`src/rtl/seq7_err_counter.sv`:
```
// Saturating bit-error counter.
// Ports:
//   clk_i    rising-edge clock
//   rst_ni   asynchronous active-low clear
//   inc_i    count one error this cycle
//   count_o  current count, sticks at all-ones
module seq7_err_counter #(
  parameter int unsigned ERRW = 16
) (
  input  logic            clk_i,
  input  logic            rst_ni,
  input  logic            inc_i,
  output logic [ERRW-1:0] count_o
);

  logic [ERRW-1:0] count_q, count_d;

  always_comb begin
    count_d = count_q;
    if (inc_i && !(&count_q)) begin
      count_d = count_q + 1'b1;
    end
  end

  always_ff @(posedge clk_i or negedge rst_ni) begin
    if (!rst_ni) begin
      count_q <= '0;
    end else begin
      count_q <= count_d;
    end
  end

  assign count_o = count_q;

endmodule

```
`config.mk`:
```
export PLATFORM = sky130hd
export DESIGN_NAME = seq7_err_counter
export DESIGN_NICKNAME = d
export VERILOG_FILES = /design/src/rtl/seq7_err_counter.sv
export SDC_FILE = /design/constraint.sdc
export NUM_CORES = 1
export LEC_CHECK = 0
export ABC_AREA = 1
export CORE_ASPECT_RATIO = 0.6
export CORE_MARGIN = 5
export CORE_UTILIZATION = 30
export CTS_CLUSTER_SIZE = 14
export DETAILED_ROUTE_END_ITERATION = 7
export PLACE_DENSITY = 0.53
export SLEW_MARGIN = 20
export SYNTH_ARGS = -nofsm -noshare
export SYNTH_HDL_FRONTEND = slang
export SYNTH_SLANG_ARGS = --single-unit
```
`constraint.sdc`:
```
create_clock -name clk_i -period 2.45 [get_ports clk_i]
set_input_delay 0.49 -clock clk_i [delete_from_list [all_inputs] [get_ports clk_i]]
set_output_delay 0.49 -clock clk_i [all_outputs]
set_load 0.005 [all_outputs]
```
==> results.cfg, run 1 <==
[final_layout]
fin_util_pct = 39.87
largest_reg_flops = 16
fin_cells = 223
drive_gt1_share_pct = 8.427
area_delta_synth_final_pct = 25.92
diodes = 0
fin_area_um2 = 1325
fillCellCount = 381
regArea_um2 = 400.4
multi_input_area_um2 = 569.3
fin_nets = 183

[clock_tree]
h-tree-depth = 1
cts_sinks = 16
cts_resized = 0
ctsHoldBuffers = 0
cts_root_buffer = clkbuf_8
path_clk_slew_ns = 0.07
cts_setup_buffers = 0
clk_latency_ns = 0.26
cts_tree = done
cts_buffer_depth = 2
cts_buffers = 3

[place]
place_area_um2 = 1270
gp_congestion = 0.8629
dpl.cell_count = 219
dp_hpwl_mm = 2.044
port_buffers = 18
place_ws_ns = 0.5729

[logic_synthesis]
post-synth-top-area-cell = dfrtp_1
synth_top_area_share_pct = 38.05
netlist_instances = 158
synthTopCellsByArea = dfrtp_1, nand2_1, nor2_1
synth_seq_area_share_pct = 38.05
avgSynthCellArea_um2 = 6.660
synth_top_flop_cell = dfrtp_1
synth-async-reset-ratio_pct = 100.0
synth_edf_count = 0
ys_seq_elements = 16
yosys_warnings = 0
syn_area_um2 = 1052
synth_cell_types = 19
synth.most_common_cell = nand2_1
ys_top_cells_by_count = nand2_1, nor2_1, dfrtp_1
synth_fp_nets = 162

[route]
drtIter0Drc = 31
route.detailed.drc = 0
dr_total_vias = 998
routed_via_density = 4.475
wire_per_inst_um = 12.22
totalWireLength_mm = 2.725
ant_nets = 0
dr.pass1.iters = 4

[sta]
min_period_ns = 1.813
hold_viol = 0
slew_headroom_pct = 48.51
totalNegativeSetupSlack_ns = 0
rsz0062_at_grt = false
post-route-period-util_pct = 74.00
worst_pin_slew_ns = 0.7700
setup_viol = 0
fin_ws_ns = 0.6369
slew_violations = 0
clock_skew_ns = 0.005415
max_freq_mhz = 551.5
holdWs_ns = 0.5411

[worst_setup_path]
cp_max_fo = 7
cpLargestDelayFamily = buffers and inverters
crit_type = reg -> out
cpPeakStageDelay_ns = 0.56
crit_path_end_kind = primary output
crit_chain = clkdlybuf4s50_1
cp_num_buf_inv = 1
worstSetupStartpointType = flip-flop
worst-endpoint-required_ns = 1.96
slowest_stage = clkdlybuf4s50_1
arrival_ns = 1.32

[power]
ir_drop_mv = 0.2652
powerDensity_nw_per_um2 = 590.2
p_total_mw = 0.7820
p_leak_nw = 0.6111

[die]
coreArea_um2 = 3323
initial_utilization_pct = 31.66
rows = 16
die_area_um2 = 4831
die_w_um = 86.46
die_h_um = 55.88
ios = 19

[global_routing]
grt-ovfl-total = 0
grt_pass1_vias = 967
antenna_found_initial = 0
grtUsageTotal_pct = 12.43
grt_pass1_wl_mm = 4.678
grt_max_degree = 17

[run]
drv_cap = 0

[min_path]
hold_path_class = reg -> reg

[run_status]
status = completed
routing by layer:
metal,wire length (um),GRT usage [%],part of all wire [%]
met3,158,4.586,5.8
met5,0,0,0
met4,44,3.778,1.6
met2,1098,16.67,40
met1,1424,18.12,52
tightest hold or removal path, stage by stage (launching register included):
cell,delay (ns)
dfrtp_1,0.40
nand2_1,0.07
nand2_1,0.04
cells in the final DEF, fill, tap and decap left out, drive strengths merged:
master         Yosys  final
clkbuf             0      4
clkdlybuf4s50      0     18
inv               17     17
nand3b             4      4
and2               1      1
nor2              22     22
o21ai              3      3
xor2               2      2
ha                 1      1
nand3              8      8
xnor2              1      1
dfrtp             16     16
nand4              6      6
nand2             75     75
kinds of logic (layout without fill, tap and decap cells):
group	after synthesis	in the layout	share of synthesized area [%]
DFF	16	16	38.05
and+or+nand+nor	116	116	48.99
xor gates and xnor gates	3	3	2.497
buffers and inverters	19	39	7.848
AOI/OAI and AO/OA	3	3	1.426
adders and majority gates	1	1	1.189
final cells by class:
class / count / area share, %
sequential: 16 / 30.22
tap: 45 / 4.249
timing repair buffer: 18 / 13.60
clock buffer: 4 / 4.155
inverter: 17 / 4.816
multi-input combinational: 123 / 42.97
path summary, 6_finish.rpt:
check                                       start                       to  slack [ns]  cells past startpoint
min in group asynchronous                  rst_ni   count_o[9]$_DFFE_PN0P_        0.68                      1
max                        count_o[6]$_DFFE_PN0P_               count_o[6]        0.64                      1
min reg2reg                count_o[8]$_DFFE_PN0P_   count_o[8]$_DFFE_PN0P_        0.54                      2
max reg2reg                count_o[0]$_DFFE_PN0P_  count_o[13]$_DFFE_PN0P_        0.72                      8
max in group asynchronous                  rst_ni   count_o[2]$_DFFE_PN0P_        1.28                      1
min                        count_o[8]$_DFFE_PN0P_   count_o[8]$_DFFE_PN0P_        0.54                      2
power breakdown:
group	total (mW)	switching, mW	internal [mW]
Combinational	0.176	0.0736	0.102
Sequential	0.363	0.0637	0.299
Clock	0.243	0.100	0.143
Total	0.782	0.237	0.545
Note: power is estimated with default switching activity, not from simulation.
==> run 2: changes to the inputs <==
==> constraint.sdc (replaced) <==
create_clock -name clk_i -period 1.7 [get_ports clk_i]
set_input_delay 0.34 -clock clk_i [delete_from_list [all_inputs] [get_ports clk_i]]
set_output_delay 0.34 -clock clk_i [all_outputs]
set_load 0.005 [all_outputs]
==> run 2 against run 1 <==
  * Clock skew fell by 0.0037 ns
  * Die area did not move
  * Sequential cell count did not move
  * Worst hold slack got worse by 0.13 ns
  * Clock-buffer cell count did not move
  * First-iteration DRC count rose by 81%
==> results.cfg, run 2 (synthesized netlist as in run 1, its figures left out) <==
[run_status]
status = completed

[worst_setup_path]
cpPeakStageDelay_ns = 0.55
cpLargestDelayFamily = buffers and inverters
arrival_ns = 1.30
slowest_stage = clkdlybuf4s50_1
crit_chain = clkdlybuf4s50_1
worst-endpoint-required_ns = 1.36
crit_type = reg -> out
crit_path_end_kind = primary output
cp_num_buf_inv = 1
worstSetupStartpointType = flip-flop
cp_max_fo = 7

[sta]
worst_pin_slew_ns = 0.3750
totalNegativeSetupSlack_ns = 0
hold_viol = 0
post-route-period-util_pct = 96.40
max_freq_mhz = 610.2
slew_headroom_pct = 74.98
setup_viol = 0
min_period_ns = 1.639
rsz0062_at_grt = false
slew_violations = 0
clock_skew_ns = 0.001746

[clock_tree]
cts_setup_buffers = 0
h-tree-depth = 1
cts_tree = done
cts_buffers = 3
clk_latency_ns = 0.25
path_clk_slew_ns = 0.07
cts_root_buffer = clkbuf_8
ctsHoldBuffers = 0
cts_sinks = 16
cts_buffer_depth = 2

[global_routing]
use_met2_pct = 15.69
grt_use_met3_pct = 5.621
grt_max_degree = 17
top_usage_layer = met1
grt_pass1_wl_mm = 4.533
grt-ovfl-total = 0
antenna_found_initial = 0
grtUsageTotal_pct = 11.95
met1_usage_pct = 17.65
grt_pass1_vias = 942

[place]
dp_hpwl_mm = 2.021
gp_congestion = 0.8531
port_buffers = 18

[power]
p_leak_nw = 0.6448
combPwrFrac_pct = 24.2
swShare_pct = 30.45
clkPwrFrac_pct = 30.4
powerDensity_nw_per_um2 = 836.3
ir_drop_mv = 0.4253
p_seq_share_pct = 45.4
internal_power_mw = 0.8034
p_switching_mw = 0.3518

[min_path]
hold_path_class = in -> async

[die]
die_area_um2 = 4831
die_w_um = 86.46
ios = 19
coreArea_um2 = 3323
initial_utilization_pct = 31.66
die_h_um = 55.88
rows = 16

[route]
drtIter0Drc = 56
routed_via_density = 4.483
dr.pass1.iters = 4
route.detailed.drc = 0
dr_total_vias = 1031
wire_per_inst_um = 11.45
totalWireLength_mm = 2.634
ant_nets = 0

[final_layout]
final_common_cell = nand2_1
fin_util_pct = 41.57
diodes = 0
final_cell_mix = nand2_1, nor2_1, clkdlybuf4s50_1, inv_1, dfrtp_1
fin_nets = 190
largest_reg_flops = 16
drive_gt1_share_pct = 12.97
area_delta_synth_final_pct = 31.27

[run]
drv_cap = 0
run 2: cell types whose count changed in the layout (fill, tap and decap cells not counted), sizes merged:
cell / before / now
buf: 0 / 7
run 2: through the flow:
stage / cells / worst slack [ns] / cell area [um^2] / hold slack [ns] / power, mW
after CTS: 230 / 0.03106 / 1378 / 0.4218 / 1.168
final: 230 / 0.06126 / 1381 / 0.4096 / 1.155
after global routing: 230 / 0.009967 / 1381 / 0.4350 / 1.232
after detailed placement: 226 / 0.01717 / 1323 / 0.5198 / 0.8075
after floorplan: 158 / 0.3096 / 1052 / 0.04441 / 0.6483
after global placement: 226 / 0.04057 / 1323 / 0.5211 / 0.8059
run 2: power groups by stage:
| stage | combinational (mW) | sequential (mW) | clock (mW) |
|---|---|---|---|
| final | 0.279 | 0.525 | 0.351 |
| after global placement | 0.278 | 0.528 | 0 |
| after detailed placement | 0.279 | 0.528 | 0 |
| after floorplan | 0.149 | 0.500 | 0 |
| after global routing | 0.307 | 0.538 | 0.386 |
| after CTS | 0.282 | 0.523 | 0.363 |
run 2: repair_timing:
item                                    in CTS  in global routing
endpoints found under the setup margin       0                  9
resized for setup                            0                  2
hold endpoints to repair                     0                  0
run 2: layer usage:
| metal | routed length, um | part of all wire [%] |
|---|---|---|
| met5 | 0 | 0 |
| met4 | 14 | 0.53 |
| met3 | 226 | 8.6 |
| met1 | 1378 | 52 |
| met2 | 1014 | 38 |
run 2: final cells by class:
cell class / instances / area, um^2
well taps: 45 / 56.30
flip-flops and latches: 16 / 401.6
fillers: 351 / 1942
inverters: 17 / 63.81
clock buffers: 4 / 55.05
repair buffers: 25 / 232.7
multi-input cells: 123 / 571.8
run 2: final timing paths:
| check | start | to | slack [ns] | cells after the start |
|---|---|---|---|---|
| max | count_o[3]$_DFFE_PN0P_ | count_o[3] | 0.06 | 1 |
| min | rst_ni | count_o[10]$_DFFE_PN0P_ | 0.41 | 2 |
| max reg2reg | count_o[1]$_DFFE_PN0P_ | count_o[5]$_DFFE_PN0P_ | 0.21 | 8 |
| min reg2reg | count_o[15]$_DFFE_PN0P_ | count_o[15]$_DFFE_PN0P_ | 0.54 | 2 |
| max in group asynchronous | rst_ni | count_o[2]$_DFFE_PN0P_ | 1.08 | 2 |
| min in group clk_i | count_o[15]$_DFFE_PN0P_ | count_o[15]$_DFFE_PN0P_ | 0.54 | 2 |
